==> config.mk <==
export PLATFORM = sky130hd
export DESIGN_NAME = vga_sincronismo
export DESIGN_NICKNAME = d
export VERILOG_FILES = /design/src/rtl/vga_sincronismo.sv
export SDC_FILE = /design/constraint.sdc
export NUM_CORES = 1
export LEC_CHECK = 0
export CELL_PAD_IN_SITES_DETAIL_PLACEMENT = 2
export CELL_PAD_IN_SITES_GLOBAL_PLACEMENT = 2
export CORE_MARGIN = 5
export CORE_UTILIZATION = 35
export DETAILED_ROUTE_END_ITERATION = 10
export PLACE_DENSITY = 0.94
export SLEW_MARGIN = 25
export SYNTH_ARGS = -nofsm -noshare
export SYNTH_HDL_FRONTEND = slang
export SYNTH_SLANG_ARGS = --single-unit
export TNS_END_PERCENT = 50
==> constraint.sdc <==
create_clock -name clk -period 5.1 [get_ports clk]
set_input_delay 1.02 -clock clk [delete_from_list [all_inputs] [get_ports clk]]
set_output_delay 1.02 -clock clk [all_outputs]
set_load 0.02 [all_outputs]
==> src/rtl/vga_sincronismo.sv <==
// vga_sincronismo: autonomous 640x480 VGA timing generator.
// A clk divider produces one pixel tick every DIVISOR clk cycles. On each tick
// the (linha, coluna) raster position advances, and hsync/vsync/areaAtiva are
// registered from the *next* position, so they always match the position
// presented in the same cycle.
module vga_sincronismo #(
    parameter int DIVISOR = 2
) (
    input  logic       clk,
    input  logic       rst_n,
    output logic       hsync,
    output logic       vsync,
    output logic       areaAtiva,
    output logic [9:0] linha,
    output logic [9:0] coluna,
    output logic       pixel_en,
    output logic       frame_start
);

    localparam logic [3:0] DIV_LAST   = 4'(DIVISOR - 1);

    localparam logic [9:0] H_LAST     = 10'd799;
    localparam logic [9:0] H_VIS      = 10'd640;
    localparam logic [9:0] H_SYNC_INI = 10'd656;
    localparam logic [9:0] H_SYNC_FIM = 10'd751;

    localparam logic [9:0] V_LAST     = 10'd524;
    localparam logic [9:0] V_VIS      = 10'd480;
    localparam logic [9:0] V_SYNC_INI = 10'd490;
    localparam logic [9:0] V_SYNC_FIM = 10'd491;

    logic [3:0] divCnt;
    logic       tick;
    logic       fimLinha;
    logic       fimQuadro;
    logic [9:0] linhaProx;
    logic [9:0] colunaProx;
    logic       hsyncProx;
    logic       vsyncProx;
    logic       areaProx;

    // Tick decode and next-position arithmetic; '>=' compares keep the
    // counters self-correcting should they ever leave their ranges.
    always_comb begin
        tick       = (divCnt >= DIV_LAST);
        fimLinha   = (linha >= H_LAST);
        fimQuadro  = fimLinha && (coluna >= V_LAST);
        linhaProx  = fimLinha ? 10'd0 : linha + 10'd1;
        colunaProx = coluna;
        if (fimLinha) begin
            colunaProx = (coluna >= V_LAST) ? 10'd0 : coluna + 10'd1;
        end
        hsyncProx  = !((linhaProx >= H_SYNC_INI) && (linhaProx <= H_SYNC_FIM));
        vsyncProx  = !((colunaProx >= V_SYNC_INI) && (colunaProx <= V_SYNC_FIM));
        areaProx   = (linhaProx < H_VIS) && (colunaProx < V_VIS);
    end

    // Divider, raster position and registered sync/area outputs.
    always_ff @(posedge clk or negedge rst_n) begin
        if (!rst_n) begin
            divCnt      <= 4'd0;
            linha       <= 10'd0;
            coluna      <= 10'd0;
            hsync       <= 1'b1;
            vsync       <= 1'b1;
            areaAtiva   <= 1'b0;
            pixel_en    <= 1'b0;
            frame_start <= 1'b0;
        end else begin
            divCnt      <= tick ? 4'd0 : divCnt + 4'd1;
            pixel_en    <= tick;
            frame_start <= tick && fimQuadro;
            if (tick) begin
                linha     <= linhaProx;
                coluna    <= colunaProx;
                hsync     <= hsyncProx;
                vsync     <= vsyncProx;
                areaAtiva <= areaProx;
            end
        end
    end

endmodule

==> results.py <==
metrics = {
    "die": {
        "start_util": 0.357,
        "coreArea_um2": 5440,
        "rows": 27,
        "die_w_um": 84.4,
        "pin_count": 27,
        "die_h_um": 84.4,
        "die_area_um2": 7130,
    },
    "logic_synthesis": {
        "syn-cell-area_um2": 1940,
        "postSynthCellCount": 235,
        "synth_top_area_frac": 0.348,
        "ys.warnings.count": 0,
        "synth-edff-count": 0,
        "synth_top_area_cell": "dfrtp_1",
        "synth_fp_nets": 243,
        "postSynthAreaPerCell_um2": 8.25,
        "ys_seq_area_frac": 0.375,
        "async_flop_share": 1.00,
        "synth_cell_types": 54,
        "synth-seq-cells": 29,
        "synthTopCellsByArea": "dfrtp_1 35%, o21ai_0 5.9%, nand2_1 5.8%, nor2_1 4.3%, ha_1 3.9%",
        "ys.flop_type": "dfrtp_1",
    },
    "worst_setup_path": {
        "r2r-start": "linha[0]$_DFFE_PN0N_",
        "r2r_slack_ns": 2.33,
        "crit_start": "linha[0]$_DFFE_PN0N_",
        "critPathMaxStageDelay_ns": 0.61,
        "worstPathRequired_ns": 5.27,
        "start_kind": "flop",
        "timing.rr.end": "coluna[8]$_DFFE_PN0N_",
        "worstPathArrival_ns": 2.94,
        "rr_worst_depth": 7,
        "worstSetupPathType": "flop to flop",
        "path_cells": "ha_1 > and4_1 > o41a_1 > nand2_1 > a21o_1 > nand2_1 > o31ai_1",
        "end_kind": "flop",
        "crit_fanout": 16,
        "critical_path.most_common_cell": "nand2_1",
        "slowest_stage": "o41a_1",
    },
    "global_route": {
        "grtUsageTotal": 0.187,
        "grt_pass1_wl_um": 10700,
        "busiest_layer": "met2",
        "gr-usage-met3": 0.0294,
        "overflow": 0,
        "met1_usage": 0.228,
        "gr-usage-met2": 0.336,
        "grt_pass1_vias": 2069,
        "grt_max_degree": 30,
        "antenna_found_initial": 0,
    },
    "power": {
        "power_frac_clock": 0.290,
        "power_switching_uw": 349,
        "p_sw_frac": 0.389,
        "power.internal_uw": 548,
        "p_leak_nw": 0.899,
        "comb_power_share": 0.320,
        "peakVddDrop_uv": 186,
        "cellPowerDensity_nw_per_um2": 383,
        "seq_power_share": 0.390,
    },
    "timing": {
        "tightest_slew_ns": 0.727,
        "finalMaxSlewViolations": 0,
        "setup_viol": 0,
        "fmax_mhz": 361,
        "tns_ns": 0,
        "period_needed_ns": 2.77,
        "setup_ws_ns": 2.33,
        "finalHoldViolations": 0,
        "slew_headroom": 0.515,
        "rsz0062_at_grt": "no",
        "fin_hold_ws_ns": 0.496,
        "finalClockSkew_ns": 0.00434,
        "fin_crit_sh": 0.544,
    },
    "clocking": {
        "clockBufferDepth": 2,
        "cts_sinks": 29,
        "cts_root_buf": "clkbuf_8",
        "cts_setup_buffers": 0,
        "clkLatencyLatePin_ns": 0.29,
        "cts_tree": "yes",
        "cts_hold_buf": 0,
        "htreeDepth": 2,
        "path_clk_slew_ns": 0.07,
        "cts_buffers": 5,
        "post_cts_resize_count": 0,
    },
    "drt": {
        "firstDrtPassIters": 4,
        "drt_iter0_drc": 93,
        "avgRoutedWirePerCell_um": 19.6,
        "drc": 0,
        "postRouteAntennaNets": 0,
        "vias": 1896,
        "drt-vias-per-instance": 5.87,
        "wl_um": 6330,
    },
    "min_path": {
        "holdPathEnd": "areaAtiva$_DFFE_PN0N_",
        "hp-class": "flop to flop",
        "holdPathStages": 2,
        "holdCritStartpoint": "areaAtiva$_DFFE_PN0N_",
    },
    "placed_design": {
        "dpl_worst_slack_ns": 2.17,
        "finalWeightedCongestion": 0.837,
        "hpwl_um": 4240,
        "placement.io_buffers": 26,
    },
    "finish": {
        "final_cell_mix": "30 x nand2_1, 27 x dfrtp_1, 26 x clkdlybuf4s50_1",
        "layout-drive-gt1-share": 0.0757,
        "syn2layout_area_growth_pct": 20.7,
        "antenna_cells": 0,
        "finalNetCount": 258,
        "final_common_cell": "nand2_1",
    },
    "run": {
        "drv_cap": 0,
    },
    "run_status": {
        "outcome": "finished, final reports clean",
    },
}
## cells by family (layout without fill, tap and decap cells)
group / Yosys count / in the layout / share of synthesized area
xor gates and xnor gates: 2 / 2 / 0.0129
adders and majority gates: 6 / 6 / 0.0387
DFF: 29 / 29 / 0.375
other: 1 / 1 / 0.00193
and+or+nand+nor: 104 / 104 / 0.281
muxes: 1 / 1 / 0.00516
buffers and inverters: 26 / 42 / 0.0587
AOI/OAI and AO/OA: 66 / 66 / 0.226
## worst max-delay path: cells and delay by family, from the launching register on
family,cells,cell delay [ns]
simple gates,3,0.91
flops,1,0.43
fa+ha+maj,1,0.34
compound gates,3,0.96
## cell type report
cell class	count	area (um^2)
clock buffers	6	82.6
clock inverters	2	37.5
fillers	604	3100
inverters	7	26.3
multi-input cells	180	1110
flip-flops and latches	29	728
well taps	72	90.1
repair buffers	27	268
## stage by stage
step            util  cells  power (mW)  cell area [um^2]
3_3_place_gp   0.406    315       0.619              2210
6_report       0.430    323       0.897              2340
2_1_floorplan      -    235       0.516              1940
5_1_grt        0.430    323       0.958              2340
4_1_cts        0.428    323       0.908              2330
3_5_place_dp   0.406    315       0.645              2210
## power by group through the flow
stage	sequential, mW	clock, mW	combinational, mW
floorplan	0.345	0	0.171
global placement	0.346	0	0.273
detailed placement	0.353	0	0.292
CTS	0.349	0.264	0.295
global route	0.363	0.277	0.318
finish	0.350	0.260	0.287
## sequential cells by signal, indices dropped and copies added (netlist names)
signal       count
hsync            1
divCnt           4
vsync            1
areaAtiva        1
frame_start      1
coluna          10
linha           10
pixel_en         1
## Yosys cell counts, types with 2 or more instances
| cell | instances |
|---|---|
| a211oi_1 | 2 |
| a21o_1 | 2 |
| a21oi_1 | 10 |
| a31oi_1 | 5 |
| and2_1 | 7 |
| and3_1 | 5 |
| buf_2 | 13 |
| clkbuf_1 | 6 |
| dfrtp_1 | 27 |
| dfstp_2 | 2 |
| ha_1 | 6 |
| inv_1 | 7 |
| nand2_1 | 30 |
| nand3_1 | 11 |
| nand4_1 | 6 |
| nand4b_1 | 3 |
| nor2_1 | 22 |
| nor3_1 | 4 |
| nor4_1 | 3 |
| o21ai_0 | 23 |
| o31ai_1 | 8 |
## how the worst max path moves through the flow
stage                                  endpoint  slack (ns)  cells past startpoint
final                     coluna[8]$_DFFE_PN0N_        2.33                      7
after floorplan               vsync$_DFFE_PN1N_        2.94                      6
after detailed placement  areaAtiva$_DFFE_PN0N_        2.17                      7
after global placement    areaAtiva$_DFFE_PN0N_        2.27                      7
after CTS                 areaAtiva$_DFFE_PN0N_        2.15                      7
after global routing      coluna[8]$_DFFE_PN0N_        2.07                      7
## metal layers
layer	routed length (um)	part of all wire	vias to the layer above
met5	0	0	-
met4	89	0.014	0
met3	204	0.032	9
met2	3260	0.52	35
met1	2770	0.44	970
li1	-	-	882
(Power assumes the default switching activity.)
